[config.mk]
export PLATFORM = sky130hd
export DESIGN_NAME = seg7_scan
export DESIGN_NICKNAME = d
export VERILOG_FILES = /design/src/rtl/seg7_scan.sv
export SDC_FILE = /design/constraint.sdc
export NUM_CORES = 1
export LEC_CHECK = 0
export ABC_CLOCK_PERIOD_IN_PS = 5900
export BUFFER_PORTS_ARGS = -buffer_cell sky130_fd_sc_hd__buf_2
export CAP_MARGIN = 20
export CORE_MARGIN = 3
export CORE_UTILIZATION = 40
export CTS_CLUSTER_SIZE = 8
export DETAILED_ROUTE_END_ITERATION = 10
export GPL_TIMING_DRIVEN = 0
export PLACE_DENSITY = 0.6
export REMOVE_ABC_BUFFERS = 1
export SYNTH_ARGS = -nofsm -noshare
export SYNTH_HDL_FRONTEND = slang
export SYNTH_SLANG_ARGS = --single-unit
[constraint.sdc]
create_clock -name clk_i -period 5.9 [get_ports clk_i]
set_input_delay 0.295 -clock clk_i [delete_from_list [all_inputs] [get_ports clk_i]]
set_output_delay 0.295 -clock clk_i [all_outputs]
set_load 0.005 [all_outputs]
[src/rtl/seg7_scan.sv]
// Multiplexed hex seven-segment scanner: shadow-register load port, frame-aligned
// transfer to the display register, one digit driven per 1 ms strobe.
module seg7_scan #(
  parameter int unsigned DIGITS     = 4,
  parameter bit          ACTIVE_LOW = 1'b1
) (
  input  logic                  clk_i,
  input  logic                  rst_i,
  input  logic                  ce1ms_i,
  input  logic                  load_i,
  input  logic [4*DIGITS-1:0]   data_i,
  input  logic [DIGITS-1:0]     dp_i,
  input  logic                  blank_lz_i,
  output logic [6:0]            seg_o,
  output logic                  seg_dp_o,
  output logic [DIGITS-1:0]     an_o,
  output logic                  pend_o,
  output logic                  frame_o
);

  localparam int unsigned DW = 4 * DIGITS;
  localparam int unsigned IW = 3;
  localparam logic [IW-1:0]     LAST    = IW'(DIGITS - 1);
  localparam logic [6:0]        SEG_OFF = {7{ACTIVE_LOW}};
  localparam logic [DIGITS-1:0] AN_OFF  = {DIGITS{ACTIVE_LOW}};

  // Active-high {g,f,e,d,c,b,a} pattern for one hex nibble
  function automatic logic [6:0] hex_decode(input logic [3:0] nib);
    logic [6:0] s;
    case (nib)
      4'h0:    s = 7'h3F;
      4'h1:    s = 7'h06;
      4'h2:    s = 7'h5B;
      4'h3:    s = 7'h4F;
      4'h4:    s = 7'h66;
      4'h5:    s = 7'h6D;
      4'h6:    s = 7'h7D;
      4'h7:    s = 7'h07;
      4'h8:    s = 7'h7F;
      4'h9:    s = 7'h6F;
      4'hA:    s = 7'h77;
      4'hB:    s = 7'h7C;
      4'hC:    s = 7'h39;
      4'hD:    s = 7'h5E;
      4'hE:    s = 7'h79;
      default: s = 7'h71;
    endcase
    return s;
  endfunction

  logic [DW-1:0]     shadow_data_q, shadow_data_d;
  logic [DIGITS-1:0] shadow_dp_q,   shadow_dp_d;
  logic [DW-1:0]     disp_data_q,   disp_data_d;
  logic [DIGITS-1:0] disp_dp_q,     disp_dp_d;
  logic              pend_q,        pend_d;
  logic [IW-1:0]     idx_q,         idx_d;
  logic [6:0]        seg_q,         seg_d;
  logic              seg_dp_q,      seg_dp_d;
  logic [DIGITS-1:0] an_q,          an_d;
  logic              frame_q,       frame_d;

  logic [IW-1:0]     nidx;
  logic              xfer;
  logic [DW-1:0]     src_data;
  logic [DIGITS-1:0] src_dp;
  logic [DW-1:0]     upper;
  logic              blank;
  logic [6:0]        seg_act;
  logic [DIGITS-1:0] an_act;
  logic              seg_dp_act;

  // Next-state: shadow load, frame-boundary transfer, per-strobe digit update
  always_comb begin
    shadow_data_d = shadow_data_q;
    shadow_dp_d   = shadow_dp_q;
    disp_data_d   = disp_data_q;
    disp_dp_d     = disp_dp_q;
    pend_d        = pend_q;
    idx_d         = idx_q;
    seg_d         = seg_q;
    seg_dp_d      = seg_dp_q;
    an_d          = an_q;
    frame_d       = 1'b0;

    nidx       = (idx_q == LAST) ? '0 : idx_q + IW'(1);
    xfer       = ce1ms_i && (nidx == '0) && pend_q;
    src_data   = xfer ? shadow_data_q : disp_data_q;
    src_dp     = xfer ? shadow_dp_q   : disp_dp_q;
    // Nibbles nidx and above; all-zero means this digit is a leading zero
    upper      = src_data >> {nidx, 2'b00};
    blank      = blank_lz_i && (nidx != '0) && (upper == '0);
    seg_act    = blank ? 7'h00 : hex_decode(upper[3:0]);
    an_act     = DIGITS'(1) << nidx;
    seg_dp_act = |(src_dp & an_act);

    if (xfer) begin
      disp_data_d = shadow_data_q;
      disp_dp_d   = shadow_dp_q;
      pend_d      = 1'b0;
    end
    if (load_i) begin
      shadow_data_d = data_i;
      shadow_dp_d   = dp_i;
      pend_d        = 1'b1;
    end
    if (ce1ms_i) begin
      idx_d    = nidx;
      seg_d    = seg_act ^ SEG_OFF;
      seg_dp_d = seg_dp_act ^ ACTIVE_LOW;
      an_d     = an_act ^ AN_OFF;
      frame_d  = (nidx == '0);
    end
  end

  always_ff @(posedge clk_i or posedge rst_i) begin
    if (rst_i) begin
      shadow_data_q <= '0;
      shadow_dp_q   <= '0;
      disp_data_q   <= '0;
      disp_dp_q     <= '0;
      pend_q        <= 1'b0;
      idx_q         <= LAST;
      seg_q         <= SEG_OFF;
      seg_dp_q      <= ACTIVE_LOW;
      an_q          <= AN_OFF;
      frame_q       <= 1'b0;
    end else begin
      shadow_data_q <= shadow_data_d;
      shadow_dp_q   <= shadow_dp_d;
      disp_data_q   <= disp_data_d;
      disp_dp_q     <= disp_dp_d;
      pend_q        <= pend_d;
      idx_q         <= idx_d;
      seg_q         <= seg_d;
      seg_dp_q      <= seg_dp_d;
      an_q          <= an_d;
      frame_q       <= frame_d;
    end
  end

  assign seg_o    = seg_q;
  assign seg_dp_o = seg_dp_q;
  assign an_o     = an_q;
  assign pend_o   = pend_q;
  assign frame_o  = frame_q;

endmodule

# Word-level counts from Yosys, hierarchy flattened
# Memory sizes are Yosys's and may differ from the RTL's.
# Cells that the tools add are included.
[totals]
elab_cells = 35
romBits = 112
output_inout_bits = 14
n_memories = 1
regBits = 57
[memory_table]
columns = ["memory", "depth", "width", "rd", "rd_clocked_by_memory_dff", "wr", "line", "source"]
rows = [
  ["(no name shown)", 16, 7, 1, 0, 0, "30", "case (nib)"],
]
[op_classes]
n_mux = 7
n_addsub = 1
bitwise_logic = 4
reduce_logical = 9
eq_ne = 1
shifts = 2
[op_table]
columns = ["op", "count"]
rows = [
  ["zero test 16 bit", 1],
  ["two-way mux 16 bit", 1],
  [">> shifter 16 x 5 -> 16 bit", 1],
  ["two-way mux 7 bit", 1],
  ["inverter 7 bit", 1],
  ["bitwise AND 4 bit", 1],
  ["logical AND 1 bit", 4],
  ["two-way mux 4 bit", 1],
  ["inverter 4 bit", 1],
  ["OR reduction 4 bit", 1],
  ["<< shifter 1 x 3 -> 4 bit (first input constant)", 1],
  ["adder 3 x 1 -> 3 bit (second input constant)", 1],
  ["equality test 3 x 2 -> 1 bit (second input constant)", 1],
  ["zero test 3 bit", 1],
  ["two-way mux 1 bit", 3],
  ["two-way mux 3 bit", 1],
  ["nonzero test 3 bit", 1],
  ["nonzero test 2 bit", 1],
  ["inverter 1 bit", 1],
]

# Depth between registers and ports, before layout
# Gate-level depths: netlist of run 1.
[logic_depth]
ltp_word = 11
depth_mapped = 13
depth_no_buf = 11

# Worst setup path after synthesis of run 1
# Ideal clock, no wire load.
[synth_timing]
path_type = "register to register"
start = "register idx_q[0]"
end = "register seg_q[5] (netlist: seg_o[5])"
period_less_slack_ns = 3.419
slack_ns = 2.481
stages_incl_launch_ff = 13
arrival_ns = 3.342
cell_sequence = "dfstp_2 ha_1 buf_2 nand2b_4 a211oi_4 mux2_2 o221ai_1 ha_1 nand4_1 o32a_1 a221oi_4 a31oi_4 a31oi_1"
[synth_between]
elab_chain_len = 11
elab_cells_between_ends = 15
cone_classes = "1 x add/sub; 1 x eq/ne; 1 x shift; 3 x mux; 1 x bitwise; 7 x reduce/logical; 1 x memory"
[synth_rtl]
columns = ["element", "line", "source"]
rows = [
  ["start, declared", "56", "logic [IW-1:0] idx_q, idx_d;"],
  ["start signal, assigned", "133", "idx_q <= idx_d;"],
  ["adder 3 x 1 -> 3 bit / equality test 3 x 2 -> 1 bit (equally long branches)", "85", "nidx = (idx_q == LAST) ? '0 : idx_q + IW'(1);"],
  ["two-way mux 3 bit (*)", "85", ""],
  ["parallel branches: the longest is 7 deep, another holds memory (16 x 7 bit)", "-", ""],
  ["two-way mux 7 bit (*)", "92", "seg_act = blank ? 7'h00 : hex_decode(upper[3:0]);"],
  ["inverter 7 bit (no source line) (*)", "-", ""],
  ["end signal, assigned", "134", "seg_q <= seg_d;"],
  ["end, declared", "57", "logic [6:0] seg_q, seg_d;"],
]
# Mark *: on every way between the ends.
# A chain may end at the register's enable or synchronous reset.

# Worst setup path after layout of run 1
[layout_timing]
start = "register idx_q[0]"
end = "register seg_q[6] (netlist: seg_o[6])"
# Same word-level chain as after synthesis.

==> impl_metrics.ini, run 1 <==
[die]
ios = 39
dieArea_um2 = 8090
fp-row-count = 29
initial_core_util_pct = 42.9
fp.dieW_um = 89.9
core_um2 = 6570
dieHeight_um = 89.9

[setup_path]
crit_family = compound AO/OA/AOI/OAI gates
end_kind = flop
cpMaxStageDelayCell = a211oi_4
r2r_start = idx_q[0]
cp.required_ns = 6.16
path_cells = ha_1 -> nand2b_1 -> a211oi_4 -> mux2_2 -> o221ai_1 -> ha_1 -> nand4_1 -> o32a_1 -> a221oi_4 -> a31oi_4 -> a21oi_1
crit_fanout = 22
cp_num_buf_inv = 0
cpMostUsedCell = ha_1
crit_arrival_ns = 4.94
max_stage_delay_ns = 0.96
worstSetupPathType = flop to flop
startpoint_type = flop
startpoint = idx_q[0]

[cts]
cts_buffer_depth = 2
cts-root-buf = clkbuf_8
worstSkewPairLatency_ns = 0.34
htree_levels = 3
postCtsHoldBufs = 1
tritoncts = built
post_cts_buffers = 0
path_clk_slew_ns = 0.07
cts-resized-gates = 0
numCtsBuffers = 9
cts.sinks = 57

[sta]
slew_headroom_pct = 30.5
fin_ws_ns = 1.22
layout_min_cycle_time_ns = 4.68
rsz0062_at_grt = false
setup_viol = 0
tns_ns = 0
clock_skew_ns = 0.0103
finalHoldViolCount = 0
finalCritPeriodShare_pct = 79.4
worstMarginPinSlew_ns = 1.04
report.final.slew_viol_count = 0
fmax_mhz = 213

[global_routing]
overflow = 0
gr-usage-all-layers_pct = 14.5
grt_pass1_wl_mm = 9.40
grt_max_degree = 36
grt_pass1_vias = 1933
antenna_found_initial = 0

[worst_hold_path]
min_path_type = input port to flop
holdCritStartpoint = data_i[4]

[drt]
drt_iter0_drc = 120
wl_met1_mm = 2.54
drc = 0
vias_per_cell = 5.13
wire_per_inst_um = 14.8
wirelength_mm = 5.45
topRoutingLayerUsed = met4
dr_wl_met3_um = 221
drtPass1Iterations = 4
ant_nets = 0
met2WireLength_mm = 2.65
vias = 1893

[power_and_ir_drop]
p_comb_share_pct = 49.8
switchingPower_uw = 826
p_leak_uw = 0.00142
pwr_density_cell_nw_per_um2 = 646
p_sw_share_pct = 38.6
clockPowerShare_pct = 19.3
power_frac_seq_pct = 30.9
p_int_uw = 1310
ir_drop_mv = 0.267

[place]
hpwl_mm = 3.96
gp_congestion = 0.836
post-place-ws_ns = 1.22
io_buffer_count = 38

[outcome]
outcome = finished, final reports clean

[yosys]
avgSynthCellArea_um2 = 12.1
synth_flop_cell = dfrtp_1
synth_top_cell_by_area = dfrtp_1
synth-edff-count = 0
synth_commonest_cells = 43 x dfrtp_1, 43 x mux2_2, 19 x nor2_1, 14 x dfstp_2, 10 x nor3_1
synth_area_um2 = 2820
async_flop_share_pct = 100
synth_cells = 232
synth_cell_types = 47
yosys_warnings = 0
synth_top_cell_area_share_pct = 38.2
synth_area_leaders = dfrtp_1 38%, mux2_2 17%, dfstp_2 13%, ha_1 3.1%, nor2_1 2.5%
ys_seq_elements = 57
yosysSeqAreaShare_pct = 51.2

[layout]
diodes = 0
drive_gt1_share_pct = 44.2
syn2layout_area_growth_pct = 17.4
final_nets = 303

[run]
cap_violations = 0
[final timing paths]
kind / endpoint / slack (ns) / cells after the start
max in group asynchronous: an_o[1] / 4.76 / 4
worst max-delay path: seg_o[6] / 1.22 / 11
min in group asynchronous: disp_data_q[0] / 0.55 / 3
worst max register to register: seg_o[6] / 1.22 / 11
worst min-delay path: shadow_data_q[4] / 0.18 / 2
worst min register to register: seg_o[3] / 0.49 / 2
[cells in the final DEF (no fill, tap or decap), types with 2 or more instances in the layout]
cell / Yosys / layout
nand2_1: 9 / 9
ha_1: 7 / 7
clkinv_2: 0 / 2
o211ai_1: 2 / 2
inv_1: 7 / 6
nor4_1: 5 / 5
dfrtp_1: 43 / 43
o21ai_0: 3 / 3
a21oi_1: 8 / 8
and3_1: 5 / 5
nor2b_1: 3 / 3
o32a_1: 2 / 2
dfstp_2: 14 / 14
o221ai_2: 2 / 2
o22ai_1: 3 / 3
mux2_2: 43 / 43
buf_2: 3 / 38
nor3_1: 10 / 10
a31oi_1: 3 / 3
nor2_1: 19 / 19
clkbuf_8: 0 / 11
o21bai_1: 2 / 2
a22oi_1: 2 / 2
bufinv_16: 0 / 2
nand2b_1: 2 / 2
nand3_1: 2 / 2
a221oi_1: 3 / 3
[cell families after synthesis]
kind of cell	Yosys count	synth area share, %
buffers and inverters	20	3.86
muxes	45	18.1
AOI/OAI and AO/OA	42	12.8
adders and majority gates	7	3.11
DFF	57	51.2
and+or+nand+nor	61	10.9
[metal layers]
layer	track usage (%)	vias up
met5	0	-
met4	5.74	0
met3	4.09	3
met2	22.9	39
met1	18.9	921
li1	-	930
[sequential cells by signal (all words and copies together) (netlist names), 3 cells and up]
signal and cells:
an_o 4, disp_data_q 16, seg_o 7, idx_q 3, disp_dp_q 4, shadow_dp_q 4, shadow_data_q 16
[layout make-up]
class	count	area [um2]
fill	610	3260
inverter	7	26.3
multi-input combinational	155	1260
timing repair buffer	41	228
tap	93	116
clock buffer	11	151
clock inverter	5	77.6
sequential	57	1440
[power groups by stage]
stage,clock network [uW],logic (uW),registers [uW]
after CTS,423,1070,661
after detailed placement,0,1070,668
after global placement,0,1030,663
after floorplan,0,816,645
after global routing,446,1200,678
final,414,1060,660
[stage by stage]
step	hold slack (ns)	power (uW)	utilization, %	cells	cell area (um2)
3_3_place_gp	0.478	1700	46.3	350	3040
3_5_place_dp	0.361	1740	46.7	352	3070
5_1_grt	0.174	2320	50.4	369	3310
4_1_cts	0.175	2160	50.4	369	3310
2_1_floorplan	0.345	1460	-	219	2740
6_report	0.181	2140	50.4	369	3310
(Power assumes the default switching activity.)
==> run 2: changes to the inputs <==
- ABC_CLOCK_PERIOD_IN_PS: 5900 -> 4740
- clock period: 5.9 -> 4.74 ns (I/O delays scaled with it)
==> impl_metrics.ini, run 2 (same netlist as run 1, synthesis figures left out) <==
[setup_path]
crit_arrival_ns = 4.64
worstSetupPathType = flop to flop
crit_fanout = 12
startpoint_type = flop
end_kind = flop
cp.required_ns = 5.00
r2r_slack_ns = 0.36

[power_and_ir_drop]
p_leak_uw = 0.00143
ir_drop_mv = 0.333
pwr_density_cell_nw_per_um2 = 804

[cts]
numCtsBuffers = 9
tritoncts = built
cts-root-buf = clkbuf_8
cts_buffer_depth = 2
cts-resized-gates = 0
path_clk_slew_ns = 0.07
cts.sinks = 57
worstSkewPairLatency_ns = 0.34
htree_levels = 3
post_cts_buffers = 0

[die]
initial_core_util_pct = 42.9
fp-row-count = 29
dieHeight_um = 89.9
dieArea_um2 = 8090
core_um2 = 6570
fp.dieW_um = 89.9
ios = 39

[place]
post-place-ws_ns = 0.0587
dpl.cell_count = 352
hpwl_mm = 3.96
io_buffer_count = 38
gp_congestion = 0.836

[layout]
final_nets = 304
final_cell_mix = 43 x mux2_2, 43 x dfrtp_1, 38 x buf_2
multi_input_area_um2 = 1280
finalNonFillerCells = 370
drive_gt1_share_pct = 44.4
seq_area_um2 = 1440
syn2layout_area_growth_pct = 17.9
diodes = 0
fill_cells = 609

[sta]
fin_ws_ns = 0.355
tns_ns = 0
rsz0062_at_grt = false
finalHoldViolCount = 0
finalCritPeriodShare_pct = 92.5
layout_min_cycle_time_ns = 4.38
slew_headroom_pct = 37.8
setup_viol = 0
report.final.slew_viol_count = 0
clock_skew_ns = 0.00983
worstMarginPinSlew_ns = 0.932
fmax_mhz = 228

[drt]
wirelength_mm = 5.53
vias = 1907
wire_per_inst_um = 14.9
drtPass1Iterations = 4
vias_per_cell = 5.15
drt_iter0_drc = 131
drc = 0
ant_nets = 0

[global_routing]
gr-usage-all-layers_pct = 14.5
grt_pass1_wl_mm = 9.40
grt_pass1_vias = 1933
overflow = 0
grt_max_degree = 36
antenna_found_initial = 0

[worst_hold_path]
min_path_type = input port to flop

[outcome]
outcome = finished, final reports clean

[run]
cap_violations = 0
[run 2: area by class of cell]
cell class / count / share of cell area (%)
Clock buffer: 11 / 4.56
Clock inverter: 5 / 2.34
Inverter: 7 / 0.791
Sequential cell: 57 / 43.5
Timing Repair Buffer: 41 / 6.86
Multi-Input combinational cell: 156 / 38.5
Tap cell: 93 / 3.50
[run 2: final timing paths]
path | from | end | cells after the start
worst max-delay path | idx_q[0] | seg_o[6] | 11
worst min-delay path | data_i[4] | shadow_data_q[4] | 2
worst max register to register | idx_q[0] | seg_o[6] | 11
worst min register to register | seg_o[3] | seg_o[3] | 2
max in group asynchronous | rst_i | an_o[1] | 4
min in group asynchronous | rst_i | disp_data_q[0] | 3
[run 2: routing by layer]
metal / track usage (%) / wire length (um) / vias to the layer above
li1: - / - / 935
met5: 0 / 0 / -
met2: 22.9 / 2640 / 32
met1: 18.9 / 2620 / 934
met3: 4.09 / 207 / 6
met4: 5.74 / 56 / 0
[run 2: timing repair]
action,4_1_cts,5_1_grt
hold buffers,1,0
setup endpoints to repair,0,7
endpoints found under the hold margin,9,0
[run 2: metrics by stage]
stage | hold slack [ns] | utilization (%) | instance area, um2 | total power, uW
2_1_floorplan | 0.287 | - | 2740 | 1820
3_3_place_gp | 0.468 | 46.3 | 3040 | 2110
3_5_place_dp | 0.303 | 46.7 | 3070 | 2160
4_1_cts | 0.117 | 50.4 | 3310 | 2690
5_1_grt | 0.116 | 50.6 | 3320 | 2900
6_report | 0.125 | 50.6 | 3320 | 2670
[run 2: power by group]
group / internal (uW) / switching, uW
clock network: 322 / 191
logic: 609 / 727
registers: 705 / 116
[run 2: worst max-delay path: stages (launching register included)]
cell	delay, ns
dfstp_2	0.67
ha_1	0.28
nand2b_1	0.29
a211oi_4	0.65
mux2_2	0.42
o221ai_1	0.57
ha_1	0.34
nand4_1	0.10
o32a_1	0.34
a221oi_4	0.26
a31oi_4	0.18
a21oi_1	0.19
==> run 3: changes to the inputs <==
- ABC_CLOCK_PERIOD_IN_PS: 4740 -> 4500
- CORE_UTILIZATION: 40 -> 38
- PLACE_DENSITY: 0.6 -> 0.58
- clock period: 4.74 -> 4.5 ns (I/O delays scaled with it)
==> impl_metrics.ini, run 3 (same netlist as run 1, synthesis figures left out) <==
[drt]
drtPass1Iterations = 4
drc = 0
drt_iter0_drc = 93
wire_per_inst_um = 14.7
vias = 1932
vias_per_cell = 5.12
ant_nets = 0
wirelength_mm = 5.55

[cts]
cts.sinks = 57
worstSkewPairLatency_ns = 0.34
cts_buffer_depth = 2
numCtsBuffers = 9
path_clk_slew_ns = 0.07
cts-root-buf = clkbuf_8
htree_levels = 3
cts-resized-gates = 0
tritoncts = built

[die]
dieHeight_um = 92.1
fp.dieW_um = 92.1
ios = 39
fp-row-count = 30
dieArea_um2 = 8480
core_um2 = 6980
initial_core_util_pct = 40.4

[power_and_ir_drop]
ir_drop_mv = 0.306
pwr_density_cell_nw_per_um2 = 844
p_leak_uw = 0.00145

[layout]
drive_gt1_share_pct = 44.8
finalNonFillerCells = 377
seq_area_um2 = 1440
syn2layout_area_growth_pct = 18.7
fill_cells = 674
diodes = 0
final_cell_area_um2 = 3350
final_cell_mix = 43 x mux2_2, 43 x dfrtp_1, 38 x buf_2
final_nets = 308
multi_input_area_um2 = 1280

[sta]
layout_min_cycle_time_ns = 4.14
holdWs_ns = 0.110
rsz0062_at_grt = false
finalHoldViolCount = 0
worstMarginPinSlew_ns = 0.923
report.final.slew_viol_count = 0
finalCritPeriodShare_pct = 92.0
fin_ws_ns = 0.361
slew_headroom_pct = 38.4
clock_skew_ns = 0.00983
fmax_mhz = 242
setup_viol = 0

[global_routing]
grt_pass1_wl_mm = 9.85
gr-usage-all-layers_pct = 14.9
grt_max_degree = 30
antenna_found_initial = 0
grt_pass1_vias = 1960
overflow = 0

[setup_path]
worstSetupPathType = flop to flop
crit_arrival_ns = 4.40
cp.required_ns = 4.76
startpoint_type = flop
end_kind = flop
crit_fanout = 12

[place]
dpl.cell_count = 355
dpl_cell_area_um2 = 3070
gp_congestion = 0.891
hpwl_mm = 3.97
io_buffer_count = 38
post-place-ws_ns = -0.186

[outcome]
outcome = finished, final reports clean

[run]
cap_violations = 0

[worst_hold_path]
min_path_type = input port to flop
[run 3: cell types whose count changed in the layout (fill, tap and decap cells not counted), sizes merged]
cell	delta
buf	+4
clkinv	+1
clkinvlp	-1
[run 3: worst paths after layout]
kind	startpoint	to	slack, ns	depth (start not counted)
max	idx_q[0]	seg_o[5]	0.36	11
min	data_i[5]	shadow_data_q[5]	0.11	2
max reg2reg	idx_q[0]	seg_o[5]	0.36	11
min reg2reg	seg_o[1]	seg_o[1]	0.49	2
max in group asynchronous	rst_i	an_o[0]	3.35	4
min in group asynchronous	rst_i	shadow_dp_q[0]	0.51	3
[run 3: repair_timing]
item | 4_1_cts | 5_1_grt
endpoints found under the setup margin | 7 | 7
hold buffers | 1 | 0
pin swaps | 1 | 1
cloned | 1 | 0
endpoints found under the hold margin | 16 | 0
setup buffers | 0 | 4
[run 3: stage by stage]
step	TNS, ns	total power, uW	util (%)
after floorplan	0	1920	-
after global placement	-1.27	2230	43.6
after detailed placement	-1.16	2280	44.0
after CTS	0	2830	47.5
after global routing	0	3080	47.9
final	0	2820	47.9
[run 3: layout make-up]
class                           instances  share of cell area [%]
Timing Repair Buffer                   45                    7.70
Sequential cell                        57                    43.2
Multi-Input combinational cell        156                    38.2
Clock buffer                           11                    4.23
Clock inverter                          5                    2.36
Tap cell                               96                    3.59
Inverter                                7                   0.785
[run 3: power breakdown]
group / internal, uW / leakage (uW) / switching (uW)
combinational: 660 / 0.000678 / 773
clock: 326 / 0.000113 / 202
sequential: 742 / 0.000655 / 121
total: 1730 / 0.00145 / 1100
[run 3: critical path, cell delays in order, from the launching register on]
cell and delay (ns):
dfstp_2 0.67, ha_1 0.38, nand2b_4 0.23, a211oi_4 0.39, mux2_2 0.40, o221ai_1 0.55, ha_1 0.34, nand4_1 0.10
o32a_1 0.34, a221oi_4 0.27, a31oi_4 0.18, a31oi_1 0.20
[run 3: per-layer routing]
layer	share of wire (%)	vias up	routed length, um	GRT usage [%]
li1	-	939	-	-
met1	48	946	2640	19.5
met3	4.7	7	259	5.25
met2	46	40	2560	22.6
met4	1.5	0	82	5.57
met5	0	-	0	0
